## config.mk

```make
export PLATFORM = sky130hd
export DESIGN_NAME = tick_prescaler
export DESIGN_NICKNAME = d
export VERILOG_FILES = /design/src/rtl/tick_prescaler_pkg.sv /design/src/rtl/reload_downcounter.sv /design/src/rtl/tick_prescaler.sv
export SDC_FILE = /design/constraint.sdc
export NUM_CORES = 1
export LEC_CHECK = 0
export ABC_AREA = 1
export CORE_AREA = 2 2 80 82
export CTS_CLUSTER_DIAMETER = 40
export DETAILED_ROUTE_END_ITERATION = 16
export DIE_AREA = 0 0 82 84
export GPL_TIMING_DRIVEN = 0
export PLACE_DENSITY = 0.77
export SLEW_MARGIN = 20
export SYNTH_ARGS = -nofsm -noshare
export SYNTH_HDL_FRONTEND = slang
export SYNTH_SLANG_ARGS = --single-unit
```

## constraint.sdc

```tcl
create_clock -name clk -period 1.7 [get_ports clk]
set_clock_uncertainty 0.1 [all_clocks]
set_input_delay 0.34 -clock clk [delete_from_list [all_inputs] [get_ports clk]]
set_output_delay 0.34 -clock clk [all_outputs]
set_load 0.01 [all_outputs]
```

## src/rtl/tick_prescaler_pkg.sv

```systemverilog
`default_nettype none
// ============================================================================
// Module      : tick_prescaler_pkg
// Description : Shared state encoding and reset values for tick_prescaler.
// Revision    : 1.0 - initial release
// ============================================================================
package tick_prescaler_pkg;

    typedef enum logic [0:0] {
        IDLE = 1'b0,
        RUN  = 1'b1
    } state_t;

    localparam state_t RST_STATE = IDLE;
    localparam logic   RST_TICK  = 1'b0;
    localparam logic   RST_DONE  = 1'b0;
    localparam logic   RST_CONT  = 1'b0;

endpackage
`default_nettype wire

```

## src/rtl/reload_downcounter.sv

```systemverilog
`default_nettype none
// ============================================================================
// Module      : reload_downcounter
// Description : W-bit down-counter with synchronous load and a zero flag.
// Revision    : 1.0 - initial release
// ============================================================================
module reload_downcounter
    import tick_prescaler_pkg::*;
#(
    parameter int unsigned W = 16
) (
    input  logic         clk,
    input  logic         clr_n,
    input  logic         i_load,
    input  logic [W-1:0] i_load_val,
    input  logic         i_dec,
    output logic         o_zero
);

    localparam logic [W-1:0] C_ONE = {{(W-1){1'b0}}, 1'b1};

    logic [W-1:0] r_cnt;

    // Load wins over decrement so a reload at terminal count restarts the period.
    always_ff @(posedge clk or negedge clr_n) begin
        if (!clr_n) begin
            r_cnt <= '0;
        end else if (i_load) begin
            r_cnt <= i_load_val;
        end else if (i_dec) begin
            r_cnt <= r_cnt - C_ONE;
        end
    end

    assign o_zero = (r_cnt == '0);

endmodule
`default_nettype wire

```

## src/rtl/tick_prescaler.sv

```systemverilog
`default_nettype none
// ============================================================================
// Module      : tick_prescaler
// Description : Programmable clock-enable generator, continuous or burst mode.
// Revision    : 1.0 - initial release
// ============================================================================
module tick_prescaler
    import tick_prescaler_pkg::*;
#(
    parameter int unsigned W = 16,
    parameter int unsigned C = 8
) (
    input  logic         clk,
    input  logic         clr_n,
    input  logic         start,
    input  logic         stop,
    input  logic [W-1:0] div,
    input  logic [C-1:0] burst,
    output logic         tick,
    output logic         busy,
    output logic         done,
    output logic [C-1:0] ticks_left
);

    localparam logic [C-1:0] C_ONE = {{(C-1){1'b0}}, 1'b1};

    state_t       r_state,      w_state_nxt;
    logic [W-1:0] r_div_q,      w_div_q_nxt;
    logic [C-1:0] r_ticks_left, w_ticks_left_nxt;
    logic         r_cont,       w_cont_nxt;
    logic         r_tick,       w_tick_nxt;
    logic         r_done,       w_done_nxt;

    logic         w_cnt_load;
    logic [W-1:0] w_cnt_load_val;
    logic         w_cnt_dec;
    logic         w_cnt_zero;

    reload_downcounter #(
        .W (W)
    ) u_cnt (
        .clk        (clk),
        .clr_n      (clr_n),
        .i_load     (w_cnt_load),
        .i_load_val (w_cnt_load_val),
        .i_dec      (w_cnt_dec),
        .o_zero     (w_cnt_zero)
    );

    always_ff @(posedge clk or negedge clr_n) begin
        if (!clr_n) begin
            r_state      <= RST_STATE;
            r_div_q      <= '0;
            r_ticks_left <= '0;
            r_cont       <= RST_CONT;
            r_tick       <= RST_TICK;
            r_done       <= RST_DONE;
        end else begin
            r_state      <= w_state_nxt;
            r_div_q      <= w_div_q_nxt;
            r_ticks_left <= w_ticks_left_nxt;
            r_cont       <= w_cont_nxt;
            r_tick       <= w_tick_nxt;
            r_done       <= w_done_nxt;
        end
    end

    always_comb begin
        w_state_nxt      = r_state;
        w_div_q_nxt      = r_div_q;
        w_ticks_left_nxt = r_ticks_left;
        w_cont_nxt       = r_cont;
        w_tick_nxt       = 1'b0;
        w_done_nxt       = 1'b0;
        w_cnt_load       = 1'b0;
        w_cnt_load_val   = r_div_q;
        w_cnt_dec        = 1'b0;

        case (r_state)
            IDLE: begin
                if (start) begin
                    w_cnt_load       = 1'b1;
                    w_cnt_load_val   = div;
                    w_div_q_nxt      = div;
                    w_ticks_left_nxt = burst;
                    w_cont_nxt       = (burst == '0);
                    w_state_nxt      = RUN;
                end
            end
            RUN: begin
                // Stop outranks a tick falling due on the same edge.
                if (stop) begin
                    w_ticks_left_nxt = '0;
                    w_state_nxt      = IDLE;
                end else if (!w_cnt_zero) begin
                    w_cnt_dec = 1'b1;
                end else begin
                    w_tick_nxt     = 1'b1;
                    w_cnt_load     = 1'b1;
                    w_cnt_load_val = r_div_q;
                    if (!r_cont) begin
                        w_ticks_left_nxt = r_ticks_left - C_ONE;
                    end
                    if (r_ticks_left == C_ONE) begin
                        w_done_nxt  = 1'b1;
                        w_state_nxt = IDLE;
                    end
                end
            end
            default: begin
                w_state_nxt = IDLE;
            end
        endcase
    end

    assign tick       = r_tick;
    assign busy       = (r_state == RUN);
    assign done       = r_done;
    assign ticks_left = r_ticks_left;

endmodule
`default_nettype wire

```

==> out/metrics.yaml <==
clock_tree:
  insertion_delay_ps: 300
  numCtsBuffers: 5
  cts_num_sinks: 44
  clockRootBuffer: "clkbuf_8"
  clk_pin_slew_ps: 90
  cts_tree: "built"
  htreeDepth: 2
  cts.path.max_buffers: 2
worst_setup_path:
  r2r_cells: 12
  path_max_fanout: 6
  critPathLaunchType: "flop"
  rrSetupSlack_ps: -90
  critPathKind: "reg2reg"
  cp.required_ps: 1790
  end_kind: "flop"
  crit_arrival_ps: 1880
run:
  maxCapViolations: 0
finish:
  ff_latch_area_mm2: 0.001102
  drive_gt1_frac: 0.3091
  fillCellCount: 489
  antenna_cells: 0
  nets: 471
  final-instance-count-excl-fill: 517
  multi_input_area_mm2: 0.001578
  syn_to_final_growth_pct: 41.73
  mostFrequentLayoutCells: "nand2_1, inv_1, dfrtp_1"
  final_common_cell: "nand2_1"
  final_util: 0.6121
place:
  dp.cells: 489
  dp_slack_ps: -644.8
  routabilityCongestion: 0.9149
  dp_hpwl_um: 4487
  port-buffer-count: 38
sta:
  max_slew_margin: 0.6185
  finalHoldViolCount: 0
  fmax_mhz: 558.7
  period_needed_ps: 1790
  min_period_over_period: 1.053
  setup_viol: 24
  slew_violations: 0
  rsz0062_at_grt: "yes"
  worst_slew_pin_slew_ps: 572.2
  setup_tns_ps: -1149
  setup_ws_ps: -89.92
power_and_ir_drop:
  p_sw_mw: 1.861
  clkPwrFrac: 0.160
  total_leakage_power_nw: 1.873
  ir_drop_mv: 0.5354
  switching_share: 0.4199
  seqPwrFrac: 0.366
  p_int_mw: 2.571
  pwr_density_cell_mw_per_mm2: 1188
  combPwrFrac: 0.474
synth:
  ys_types: 29
  ys_seq_area_frac: 0.4183
  synth_area_per_cell_um2: 7.058
  syn_area_mm2: 0.002633
  yosys_warnings: 0
  ys_ff_latch: 44
  netlist_instances: 373
  syn_nets: 405
floorplan:
  fp.dieH_um: 84
  fp.dieW_um: 82
  rows: 29
  initial_utilization: 0.4319
  dieArea_mm2: 0.006888
  ios: 39
  core-area_mm2: 0.006096
min_path:
  min_path_cells: 2
  worstHoldPathType: "reg2reg"
global_route:
  grt_max_degree: 24
  grt_pass1_wl_um: 10920
  grt_usage: 0.2032
  grt_pass1_vias: 2336
  grt_antenna_before_repair: 0
  overflow: 0
routing:
  drt-pass1-iter-count: 4
  post-route-drc-count: 0
  viasPerCell: 5.052
  wl_per_cell_um: 13.35
  vias: 2612
  drt.antenna.violating_nets: 0
  finalWirelength_um: 6904
  drt_iter0_drc: 183
run_status:
  violations: "setup timing"
  status: "finished, violations left"
-- synth_stat cells --
library cell,n,area share
a21oi_1,5,0.0095
buf_2,2,0.0038
nand2_1,128,0.18
o21ai_1,14,0.027
nor2_2,4,0.0095
nand3_1,34,0.065
a22oi_1,1,0.0029
nor3_1,3,0.0057
o21ai_2,3,0.010
buf_4,1,0.0029
o21bai_1,1,0.0029
nand2_2,1,0.0024
clkbuf_1,3,0.0043
nor2_1,24,0.034
dfrtp_1,44,0.42
nor4_1,2,0.0048
ha_1,4,0.019
xnor2_1,1,0.0033
inv_2,4,0.0057
nor2_4,2,0.0086
or2_2,17,0.040
nand3_4,1,0.0067
inv_1,49,0.070
nand2_4,1,0.0043
nor2_8,1,0.0076
o21ai_0,16,0.030
buf_6,2,0.0086
clkinv_1,1,0.0014
nand4_1,4,0.0095
-- flip-flops by register name (all words and copies together) (netlist names) --
name / count
u_cnt.r_cnt: 16
busy: 1
done: 1
r_cont: 1
ticks_left: 8
tick: 1
r_div_q: 16
-- power groups by stage --
stage	Combinational, mW	Sequential, mW	Clock, mW
after floorplan	1.11	1.60	0
after global placement	1.52	1.63	0
after detailed placement	1.58	1.64	0
after CTS	1.75	1.61	0.723
after global routing	2.34	1.67	0.760
final	2.10	1.62	0.709
-- final cells by class --
type / instances / area share
plain buffers: 8 / 0.02113
clock buffers: 7 / 0.02314
clock inverters: 1 / 0.002012
inverters: 54 / 0.05600
multi-input cells: 267 / 0.4229
flip-flops and latches: 44 / 0.2954
well taps: 77 / 0.02582
repair buffers: 59 / 0.1536
-- per-stage QoR --
step	hold slack (ps)	total power, mW	area (µm²)
final	411.2	4.432	3731
after global routing	456.2	4.766	3731
after CTS	410.1	4.087	3402
after detailed placement	271.3	3.216	3132
after global placement	363.5	3.154	3109
after floorplan	-55.59	2.712	2633
-- worst max-delay path, cell delays in order, from the launching register on --
cell	delay, ps
dfrtp_1	400
inv_2	100
ha_4	140
inv_2	30
nor2_1	90
nand2_1	110
nor2_4	140
nand3_4	110
nand2_8	120
buf_8	140
nand2_2	60
nand3_2	80
o21ai_1	70
-- worst paths after layout --
| check | endpoint | startpoint |
|---|---|---|
| setup / recovery | u_cnt.r_cnt[1]$_DFFE_PN0P_ | u_cnt.r_cnt[0]$_DFFE_PN0P_ |
| hold / removal | ticks_left[7]$_DFFE_PN0P_ | ticks_left[7]$_DFFE_PN0P_ |
| setup reg to reg | u_cnt.r_cnt[1]$_DFFE_PN0P_ | u_cnt.r_cnt[0]$_DFFE_PN0P_ |
| hold reg to reg | ticks_left[7]$_DFFE_PN0P_ | ticks_left[7]$_DFFE_PN0P_ |
| max in group asynchronous | r_cont$_DFFE_PN0P_ | clr_n |
| min in group asynchronous | u_cnt.r_cnt[12]$_DFFE_PN0P_ | clr_n |
-- layer usage --
metal  global-route usage  up-vias  routed length, µm  part of all wire
met4              0.06212        0                153             0.022
met5                    0        -                  0                 0
li1                     -     1303                  -                 -
met3              0.03247       13                355             0.051
met1               0.2785     1215               2931              0.42
met2               0.3267       81               3463              0.50
-- what timing repair did --
item | in CTS | in global routing
hold buffers | 1 | 0
pin swaps | 9 | 25
gates resized for setup | 33 | 79
endpoints found under the hold margin | 22 | 0
gates cloned | 3 | 0
buffers inserted | 11 | 5
setup endpoints to repair | 41 | 26
-- cell families (layout without fill, tap and decap cells) --
| family | after synthesis | after routing | synth area share |
|---|---|---|---|
| and+or+nand+nor | 222 | 222 | 0.3807 |
| buffers and inverters | 62 | 129 | 0.09648 |
| DFF | 44 | 44 | 0.4183 |
| AOI/OAI and AO/OA | 40 | 40 | 0.08223 |
| adders and majority gates | 4 | 4 | 0.01901 |
| xor gates and xnor gates | 1 | 1 | 0.003328 |
Note: power is estimated with default switching activity, not from simulation.
